<file path="config.mk">
export PLATFORM = sky130hd
export DESIGN_NAME = buzzer_tone_driver
export DESIGN_NICKNAME = d
export VERILOG_FILES = /design/src/rtl/buzzer_tone_driver.sv
export SDC_FILE = /design/constraint.sdc
export NUM_CORES = 1
export LEC_CHECK = 0
export CAP_MARGIN = 20
export CORE_MARGIN = 5
export CORE_UTILIZATION = 35
export CTS_CLUSTER_SIZE = 10
export DETAILED_ROUTE_END_ITERATION = 16
export DONT_BUFFER_PORTS = 1
export HOLD_SLACK_MARGIN = 0.05
export PLACE_DENSITY_LB_ADDON = 0.25
export SYNTH_ARGS = -nofsm -noshare
export SYNTH_HDL_FRONTEND = slang
export SYNTH_SLANG_ARGS = --single-unit
</file>
<file path="constraint.sdc">
create_clock -name iClk -period 9.3 [get_ports iClk]
set_input_delay 0.465 -clock iClk [delete_from_list [all_inputs] [get_ports iClk]]
set_output_delay 0.465 -clock iClk [all_outputs]
set_load 0.02 [all_outputs]
</file>
<file path="src/rtl/buzzer_tone_driver.sv">
// buzzer_tone_driver: gated 50%-duty square-wave tone generator with glitch-free pitch changes
module buzzer_tone_driver #(
  parameter int CLK_HZ = 100_000_000,
  parameter int HALF_W = 19
) (
  input  logic       iClk,
  input  logic       iReset_n,
  input  logic       iRing,
  input  logic [3:0] iNote,
  input  logic [1:0] iOctave,
  output logic       oBuzz,
  output logic       oPlaying,
  output logic [3:0] oNoteLatched
);
  typedef enum logic [1:0] {IDLE, PLAY, STOP} state_t;
  function automatic logic [HALF_W-1:0] mid_half(input longint f_mhz);
    logic [63:0] h;
    h = (64'(CLK_HZ) * 64'd1000) / (64'd2 * 64'(f_mhz));
    return h[HALF_W-1:0];
  endfunction
  localparam logic [HALF_W-1:0] MID [8] = '{
    '0, mid_half(261626), mid_half(293665), mid_half(329628),
    mid_half(349228), mid_half(391995), mid_half(440000), mid_half(493883)
  };
  function automatic logic [HALF_W-1:0] half_sel(input logic [3:0] n, input logic [1:0] o);
    logic [HALF_W-1:0] m;
    m = MID[n[2:0]];
    return o == 2'd0 ? m << 1 : o == 2'd2 ? m >> 1 : m;
  endfunction
  state_t            state;
  logic [HALF_W-1:0] cnt, half, pend_half;
  logic [3:0]        pend_note;
  logic [1:0]        oct_l, pend_oct;
  logic              pend, valid, wrap, stop_req;
  assign valid    = iNote != 4'd0 && iNote < 4'd8;
  assign wrap     = cnt == half - 1'b1;
  assign stop_req = !iRing || !valid;
  always_ff @(posedge iClk) begin
    if (!iReset_n) begin
      state        <= IDLE;
      cnt          <= '0;
      half         <= '0;
      oBuzz        <= 1'b0;
      oPlaying     <= 1'b0;
      oNoteLatched <= 4'd0;
      oct_l        <= 2'd0;
      pend         <= 1'b0;
      pend_note    <= 4'd0;
      pend_oct     <= 2'd0;
      pend_half    <= '0;
    end else begin
      case (state)
        IDLE: begin
          pend <= 1'b0;
          if (iRing && valid) begin
            state        <= PLAY;
            half         <= half_sel(iNote, iOctave);
            oNoteLatched <= iNote;
            oct_l        <= iOctave;
            oBuzz        <= 1'b1;
            oPlaying     <= 1'b1;
            cnt          <= '0;
          end
        end
        PLAY: begin
          // a stop during the low phase, or on the last high cycle, must not open a new high phase
          if (stop_req && (!oBuzz || wrap)) begin
            state        <= IDLE;
            cnt          <= '0;
            half         <= '0;
            oBuzz        <= 1'b0;
            oPlaying     <= 1'b0;
            oNoteLatched <= 4'd0;
            pend         <= 1'b0;
          end else if (stop_req) begin
            state <= STOP;
            cnt   <= cnt + 1'b1;
          end else begin
            pend      <= iNote != oNoteLatched || iOctave != oct_l;
            pend_note <= iNote;
            pend_oct  <= iOctave;
            pend_half <= half_sel(iNote, iOctave);
            if (wrap) begin
              cnt   <= '0;
              oBuzz <= !oBuzz;
              if (!oBuzz && pend) begin
                half         <= pend_half;
                oNoteLatched <= pend_note;
                oct_l        <= pend_oct;
                pend         <= 1'b0;
              end
            end else begin
              cnt <= cnt + 1'b1;
            end
          end
        end
        STOP: begin
          if (wrap) begin
            state        <= IDLE;
            cnt          <= '0;
            half         <= '0;
            oBuzz        <= 1'b0;
            oPlaying     <= 1'b0;
            oNoteLatched <= 4'd0;
            pend         <= 1'b0;
          end else begin
            cnt <= cnt + 1'b1;
          end
        end
        default: state <= IDLE;
      endcase
    end
  end
endmodule

</file>
==> flow_summary.ini <==
[flow_run]
drv_cap = 0

[finish]
multi_input_area_um2 = 3260
syn_to_final_growth_pct = 6.29
finish.utilization_pct = 37.4
fillers = 1469
register_area_um2 = 1480
drive_above_1_share_pct = 5.55
antennaDiodeCount = 0
fin_nets = 645

[synth]
synth_cells = 667
ys_types = 69
yosys_warnings = 0
syn_area_um2 = 5050
synthesis.nets = 686
syn_avg_cell_area_um2 = 7.57
synth_ff_type = dfxtp_1
seq_area_frac_synth_pct = 29.3
async_reset_ff_share_pct = 0
synth-edff-count = 0
synth_seq_cells = 74

[floorplanning]
start_util_pct = 35.2
pin_count = 15
num_rows = 44
die_area_um2 = 16900
core_um2 = 14400
die_w_um = 130
die_height_um = 130

[drt]
first_iter_violations = 229
num_vias = 4370
via_per_inst = 5.36
antenna_left = 0
dr.pass1.iters = 4
routed_wl_um = 12100
wire_per_inst_um = 14.9
drc_errors = 0

[grt]
grt_pass1_wl_um = 21000
grt_max_degree = 84
grt.busiest_layer = met2
met2_usage_pct = 23.3
grt_usage_pct = 15.3
grt_antenna_before_repair = 0
grt_pass1_vias = 4198
grt_remaining_overflow = 0
gr-usage-met3_pct = 3.27
met1_usage_pct = 21.6

[cts]
cts_setup_buffers = 0
cts.path.max_buffers = 2
postCtsHoldBufs = 0
cts.clk_slew.worst_paths_ns = 0.06
h-tree-depth = 3
clock-sinks = 74
cts.repair.resized = 0
cts_made_buffers = 9
cts_tree = built
root_buffer = clkbuf_16
insertion_delay_ns = 0.34

[worst_hold_path]
hold_class = in2reg

[outcome]
status = completed

[timing]
hold_viol_final = 0
worst_pin_slew_ns = 0.979
max_freq_mhz = 245
setup_viol = 0
rsz0062_at_grt = false
tns_ns = 0
drv_slew = 0
finClkSkew_ns = 0.0116
period_share_pct = 43.8
slew_headroom_pct = 34.5
min_period_ns = 4.07

[critical_path]
cp_max_fo = 24
critPathKind = reg2reg
worst_ep_required_time_ns = 9.49
end_kind = flip-flop
startpoint_type = flip-flop
cp.arrival_ns = 4.27

[power]
ir_drop_mv = 0.0951
power.leakage_nw = 2.10
p_per_area_nw_per_um2 = 193

[placed_design]
place_hpwl_um = 8360
place.gp.congestion = 0.849
port_buffers = 0
registers in the layout, summed over array words and instances, names as in the netlist:
| name | count |
|---|---|
| cnt | 19 |
| half | 19 |
| oBuzz | 1 |
| oNoteLatched | 4 |
| oPlaying | 1 |
| oct_l | 2 |
| pend | 1 |
| pend_half | 19 |
| pend_note | 4 |
| pend_oct | 2 |
| state | 2 |
synth_stat cells, drive strengths merged, types with 5 or more instances:
cell type  instances  area [µm²]
xor2              19         166
nor3              15        85.1
a21boi            11        82.6
buf               15         100
ha                10         125
a21oi             16        83.8
clkbuf            39         146
xnor2             30         263
mux2i             32         320
nor2              66         248
nand2            106         398
nand3             28         140
nand2b            10        62.6
a211oi             6        45.0
inv               17        63.8
and2               9        56.3
o211a             11         110
nor2b              5        31.3
and3              10        62.6
dfxtp             74        1480
or3                6        42.5
nand4              6        37.5
o21ai             61         320
a31oi              8        50.1
per-stage QoR:
stage	cells	area (µm²)	power (mW)	hold slack (ns)	worst slack (ns)
finish	815	5370	1.03	0.265	5.23
CTS	815	5370	1.04	0.249	5.16
floorplan	667	5050	0.628	0.438	6.23
global placement	799	5050	0.655	0.451	5.41
global route	815	5370	1.09	0.251	4.81
detailed placement	799	5050	0.664	0.459	5.19
layout make-up:
class	instances	area share, %
clock buffers	10	4.26
clock inverters	6	1.68
inverters	17	1.19
multi-input cells	522	60.7
flip-flops and latches	74	27.6
well taps	184	4.29
repair buffers	2	0.280
metal layers:
metal | up-vias | wire (µm)
met4 | 0 | 189
met5 | - | 0
met1 | 2021 | 6150
met2 | 96 | 5270
met3 | 15 | 527
li1 | 2238 | -
cell usage in the layout (no fill, tap or decap), drive strengths merged, types with 11 or more instances in the layout:
master,synthesis,final
nor2,66,66
mux2i,32,32
a21boi,11,11
o211a,11,11
a21oi,16,16
nand3,28,28
xor2,19,19
nand2,106,106
o21ai,61,61
nor3,15,15
inv,17,18
xnor2,30,30
dfxtp,74,74
worst paths after layout:
kind | endpoint | slack, ns | depth (start not counted) | start
setup reg to reg | cnt[7]$_SDFFE_PN0P_ | 5.23 | 10 | half[0]$_SDFFE_PN0P_
hold / removal | pend_note[1]$_SDFFE_PN0P_ | 0.27 | 2 | iNote[1]
hold reg to reg | pend_oct[0]$_SDFFE_PN0P_ | 0.46 | 2 | pend_oct[0]$_SDFFE_PN0P_
setup / recovery | cnt[7]$_SDFFE_PN0P_ | 5.23 | 10 | half[0]$_SDFFE_PN0P_
cell families after synthesis:
group,Yosys count,synth area share (%)
compound gates,148,20.1
fa+ha+maj,10,2.48
buf+inv,71,6.14
simple gates,281,26.4
xor+xnor,49,8.50
mux,34,7.01
flops,74,29.3
critical path: stages (launching register included):
cell and delay [ns]:
dfxtp_1 0.36, inv_1 0.07, ha_1 0.23, or4b_1 0.63, nor4b_1 0.45, mux2i_1 0.22
and4b_1 0.22, a41o_1 0.81, a21oi_1 0.17, o21ai_2 0.63, nor2_1 0.12
power by group:
part           internal (mW)  switching [mW]
sequential             0.338          0.0311
clock                  0.236           0.143
combinational          0.123           0.164
total                  0.697           0.338
(Power assumes the default switching activity.)
